File: src/rtl/fetch_unit.sv
// Instruction-fetch stage.
// Owns the fetch PC (F), addresses a synchronous instruction ROM and presents
// the returned word to decode as an instruction/PC/valid triple.
// Handles stall (with a one-word hold buffer), flush, and branch/jump/jr
// redirects. It also flags misaligned jr targets and counts issued instructions.
module fetch_unit #(
    parameter int                 ADDR_W   = 32,
    parameter int                 INST_W   = 32,
    parameter logic [ADDR_W-1:0]  RESET_PC = '0,
    parameter int                 COUNT_W  = 32
) (
    input  logic                clock,
    input  logic                reset,
    input  logic                stall_in,
    input  logic                flush_in,
    input  logic                branch_in,
    input  logic [15:0]         branch_off_in,
    input  logic                jump_in,
    input  logic [25:0]         jump_idx_in,
    input  logic                jr_in,
    input  logic [ADDR_W-1:0]   jr_addr_in,
    input  logic [ADDR_W-1:0]   redirect_pc_in,
    output logic [ADDR_W-1:0]   rom_addr_out,
    input  logic [INST_W-1:0]   rom_data_in,
    output logic [INST_W-1:0]   inst_out,
    output logic [ADDR_W-1:0]   pc_out,
    output logic [ADDR_W-1:0]   pc_plus4_out,
    output logic                valid_out,
    output logic                align_err_out,
    output logic [COUNT_W-1:0]  issued_out
);

    // Architectural state
    logic [ADDR_W-1:0]  f_reg;
    logic [ADDR_W-1:0]  f_next;
    logic [ADDR_W-1:0]  pc_reg;
    logic               valid_reg;
    logic               align_err_reg;
    logic [COUNT_W-1:0] issued_reg;
    logic [COUNT_W-1:0] issued_next;
    logic [INST_W-1:0]  hold_reg;
    logic               hold_valid_reg;

    // Redirect datapath
    logic               redirect;
    logic               hold_stall;
    logic [ADDR_W-1:0]  redirect_base;
    logic [31:0]        branch_off_w;
    logic [ADDR_W-1:0]  branch_target;
    logic [27:0]        jump_idx_sh;
    logic [ADDR_W-1:0]  jump_target;
    logic [ADDR_W-1:0]  jr_target;
    logic [ADDR_W-1:0]  redirect_target;

    assign redirect      = jr_in | jump_in | branch_in;
    // A redirect or flush overrides a stall for that edge.
    assign hold_stall    = stall_in & ~redirect & ~flush_in;
    assign redirect_base = redirect_pc_in + ADDR_W'(4);
    assign branch_off_w  = {{14{branch_off_in[15]}}, branch_off_in, 2'b00};
    assign branch_target = redirect_base + branch_off_w[ADDR_W-1:0];
    assign jump_idx_sh   = {jump_idx_in, 2'b00};
    assign jr_target     = {jr_addr_in[ADDR_W-1:2], 2'b00};

    // Jump target: low 28 bits come from the index, any upper bits from base.
    // Built per bit so narrow address widths (below 28) simply truncate.
    genvar gi;
    generate
        for (gi = 0; gi < ADDR_W; gi++) begin : g_jump
            if (gi < 28) begin : g_low
                assign jump_target[gi] = jump_idx_sh[gi];
            end else begin : g_high
                assign jump_target[gi] = redirect_base[gi];
            end
        end
    endgenerate

    // Select redirect source and next fetch PC: redirect > stall > sequential.
    always_comb begin
        redirect_target = branch_target;
        if (jr_in) begin
            redirect_target = jr_target;
        end else if (jump_in) begin
            redirect_target = jump_target;
        end
        f_next = f_reg + ADDR_W'(4);
        if (redirect) begin
            f_next = redirect_target;
        end else if (hold_stall) begin
            f_next = f_reg;
        end
    end

    // Issued counter advances on every cycle a valid instruction leaves decode.
    always_comb begin
        issued_next = issued_reg;
        if (valid_reg && !stall_in) begin
            issued_next = issued_reg + COUNT_W'(1);
        end
    end

    // Fetch PC, alignment flag and issued counter.
    always_ff @(posedge clock) begin
        if (reset) begin
            f_reg         <= RESET_PC;
            align_err_reg <= 1'b0;
            issued_reg    <= '0;
        end else begin
            f_reg         <= f_next;
            align_err_reg <= jr_in & (|jr_addr_in[1:0]);
            issued_reg    <= issued_next;
        end
    end

    // Decode register: advance when not held, else keep pc/valid stable.
    always_ff @(posedge clock) begin
        if (reset) begin
            pc_reg    <= RESET_PC;
            valid_reg <= 1'b0;
        end else if (!hold_stall) begin
            pc_reg    <= f_reg;
            valid_reg <= ~(flush_in | redirect);
        end
    end

    // Hold buffer: the ROM re-reads F while stalled, so the word belonging to
    // pc_out is captured on the first stalled edge and replayed until release.
    always_ff @(posedge clock) begin
        if (reset) begin
            hold_reg       <= '0;
            hold_valid_reg <= 1'b0;
        end else if (!hold_stall) begin
            hold_valid_reg <= 1'b0;
        end else if (!hold_valid_reg) begin
            hold_reg       <= rom_data_in;
            hold_valid_reg <= 1'b1;
        end
    end

    assign rom_addr_out  = f_reg;
    assign inst_out      = hold_valid_reg ? hold_reg : rom_data_in;
    assign pc_out        = pc_reg;
    assign pc_plus4_out  = pc_reg + ADDR_W'(4);
    assign valid_out     = valid_reg;
    assign align_err_out = align_err_reg;
    assign issued_out    = issued_reg;

endmodule

File: config.mk
export PLATFORM = sky130hd
export DESIGN_NAME = fetch_unit
export DESIGN_NICKNAME = d
export VERILOG_FILES = /design/src/rtl/fetch_unit.sv
export SDC_FILE = /design/constraint.sdc
export NUM_CORES = 1
export LEC_CHECK = 0
export CAP_MARGIN = 25
export CORE_MARGIN = 3
export CORE_UTILIZATION = 45
export DETAILED_ROUTE_END_ITERATION = 16
export PLACE_DENSITY = 0.86
export SLEW_MARGIN = 10
export SYNTH_ARGS = -nofsm -noshare
export SYNTH_HDL_FRONTEND = slang
export SYNTH_SLANG_ARGS = --single-unit
File: constraint.sdc
create_clock -name clock -period 5.7 [get_ports clock]
set_input_delay 1.14 -clock clock [delete_from_list [all_inputs] [get_ports clock]]
set_output_delay 1.14 -clock clock [all_outputs]
set_load 0.01 [all_outputs]
==> run metrics <==
status=complete, no violations; Avg WL per Cell=18.4 µm; Synth Flop Type=dfxtp_1; synthesized flop and latch total=131; R2R Path End=rom_addr_out[27]; Die Y=between 100 and 150 µm; Die ar.=20900 µm²; total track usage=0.272; total clock buffers created by CTS=17; type of the worst min-delay path=reg -> reg; combinational share of power=0.240; hold path depth=1; routed vias=9289; static leakage=between 4 and 5 nW; Reg clk slew, reported paths=around 0.060 ns; Sw Pwr=between 0.0007 and 0.0008 W; # hold bufs at CTS=0; Yosys warnings=0; DRT Pass-1 Iters=8; VDD IR max=0.000161 V; CP arrival=4.82 ns; Mapped Avg Cell Area=8.20 µm²; post-cts sizing count=0; sequential share of the synthesized area=0.303; Die X-Extent=145 µm; # DRC=0; Post-DP HPWL=23200 µm; Final Wtd Congestion=0.942; Final min period=between 4 and 5 ns; Layout Skew=~0.0095 ns; P_int=0.00198 W; largest net degree at the start of global routing=63; CP max FO=7; Max-Cap Viols=0; cell count after synthesis=1056; Initial Util=0.460; number of global-route vias before repair=8790; Iter 0 DRT Violations=734; Post-synth EDFFs=0; Clk pwr share=0.394; antenna diode count=0; CTS tree=built; share of layout cells above drive strength 1=0.0658; Post-synth ARST share=0; PD cells=between 200 and 250 nW/µm²; Placeable Area=approximately 19000 µm²; Critical Path End Type=flip-flop; mapped cell area=8660 µm²; Hold Vio Cnt, Final=0; R2R Path Start=rom_addr_out[8]; Sequential Power Share=0.366; Slew headroom=0.434; syn nets=1240; Critical Path RT=6.05 ns; # IOs=307; Clock Tree Buf Depth=2; routed wire length=about 30000 µm; setup TNS=0 ns; Hold Path Origin=hold_reg[26]; RSZ-0062 raised after global routing=false; Max Fclk=224 MHz; global route overflow=0; crit path kind=in -> reg; clock sinks=131; area grow syn2layout=44.8%; Root Buffer=clkbuf_16; FP Rows=50; initial antenna violation count=0; Via density=5.76; Hold EP=hold_reg[26]; Setup Viol. Count Final=0; hold_ws=between 0.4 and 0.5 ns; R2R setup slack=3.17 ns; Least-Margin Pin Slew=0.847 ns; clk_lat worst skew=0.42 ns; fillers=1492; sw frac=0.284; cells on worst reg2reg path=9; PortBufs=about 310; post-CTS setup repair buffer count=0; remaining antenna violation count after routing=0; first-pass GRT wire length=45400 µm; fin nets=about 1500; H-tree depth=4; Netlist cell types=66; Critical Path Start Type=input port; final slew viol count=0; fin crit share=0.784
==> layout by cell type, fill, tap and decap left out, types with 5 or more instances in the layout <==
cell	count
o21a_1	5
mux2i_1	5
a211oi_1	17
nor3_1	20
xnor2_1	80
a221oi_1	6
nand4_1	34
a21o_1	15
nand3_1	43
xor2_1	40
and3_1	26
o21ai_0	48
o211ai_1	9
clkbuf_16	17
a21oi_1	73
nor2_1	85
inv_1	28
nor2b_1	5
or3_1	16
mux2_2	33
a22o_1	60
and4_1	7
o22ai_1	7
a31oi_1	7
ha_1	38
clkdlybuf4s50_1	305
and2_1	7
nand2_1	101
buf_4	9
dfxtp_1	131
==> kinds of logic (layout without fill, tap and decap cells) <==
logic type,after synthesis,in the layout,share of synthesized area
AND/OR/NAND/NOR,362,362,0.206
AO/OA/AOI/OAI,285,285,0.226
flip-flops,131,131,0.303
XOR/XNOR,121,121,0.123
buffers and inverters,80,376,0.0358
adder cells (fa/ha/maj),39,39,0.0572
multiplexers,38,38,0.0487
==> synth_stat cells, types with 33 or more instances <==
cell | instances | area share
o21ai_0 | 48 | 0.028
dfxtp_1 | 131 | 0.30
nand4_1 | 34 | 0.025
xnor2_1 | 80 | 0.081
ha_1 | 38 | 0.055
a22o_1 | 60 | 0.061
mux2_2 | 33 | 0.043
a21oi_1 | 73 | 0.042
nand3_1 | 43 | 0.025
nor2_1 | 87 | 0.038
nand2_1 | 101 | 0.044
clkbuf_1 | 41 | 0.018
xor2_1 | 40 | 0.040
==> area by class of cell <==
type / count / area, µm² / area share
inverter: 28 / 105 / 0.00839
multi-input combinational: 845 / 5740 / 0.458
clock inverter: 12 / 129 / 0.0103
tap: 260 / 325 / 0.0260
timing repair buffer: 316 / 3150 / 0.251
clock buffer: 20 / 467 / 0.0372
sequential: 131 / 2620 / 0.209
==> power by group through the flow <==
stage / sequential [W] / clock, W / combinational, W
after floorplan: 0.00103 / 0 / 0.000325
after global placement: 0.00103 / 0 / 0.000644
after detailed placement: 0.00103 / 0 / 0.000652
after CTS: 0.00101 / 0.00110 / 0.000657
after global routing: 0.00102 / 0.00114 / 0.000714
final: 0.00101 / 0.00109 / 0.000662
==> critical path, cell delays in order <==
cell and delay, ns:
clkdlybuf4s50_1 0.56, nand4_1 0.21, nor3_2 0.41, nand2_1 0.15, nor3_1 0.30, xor2_1 0.35, ha_1 0.35, o21ai_0 0.17
nand2b_1 0.09, and2_1 0.20, a21oi_1 0.14, o21ai_0 0.16, a211oi_1 0.24, a21oi_1 0.06, a21oi_1 0.16, o2bb2ai_1 0.11
==> metal layers <==
metal | vias to the layer above | GRT usage | wire [µm]
met2 | 423 | 0.458 | 14100
met3 | 68 | 0.0532 | 2360
met1 | 4365 | 0.342 | 12200
li1 | 4433 | - | -
met4 | 0 | 0.111 | 959
met5 | - | 0 | 0
==> metrics by stage <==
| stage | util | total power (W) | worst slack (ns) | area (µm²) | cells |
|---|---|---|---|---|---|
| 3_5_place_dp | 0.634 | 0.00168 | 0.879 | 11900 | 1580 |
| 4_1_cts | 0.666 | 0.00277 | 1.31 | 12500 | 1612 |
| 3_3_place_gp | 0.634 | 0.00167 | 1.00 | 11900 | 1580 |
| 6_report | 0.666 | 0.00276 | 1.23 | 12500 | 1612 |
| 5_1_grt | 0.666 | 0.00287 | 0.843 | 12500 | 1612 |
| 2_1_floorplan | - | 0.00135 | 1.86 | 8660 | 1056 |
==> worst max-delay path by stage <==
| stage | start | end | slack, ns | cells after the start |
|---|---|---|---|---|
| 2_1_floorplan | redirect_pc_in[5] | rom_addr_out[31] | 1.86 | 16 |
| 3_3_place_gp | redirect_pc_in[4] | rom_addr_out[31] | 1.00 | 16 |
| 3_5_place_dp | redirect_pc_in[4] | rom_addr_out[31] | 0.88 | 16 |
| 4_1_cts | redirect_pc_in[4] | rom_addr_out[31] | 1.31 | 16 |
| 5_1_grt | redirect_pc_in[12] | rom_addr_out[31] | 0.84 | 16 |
| 6_report | redirect_pc_in[12] | rom_addr_out[31] | 1.23 | 16 |
Note: power is estimated with default switching activity, not from simulation.
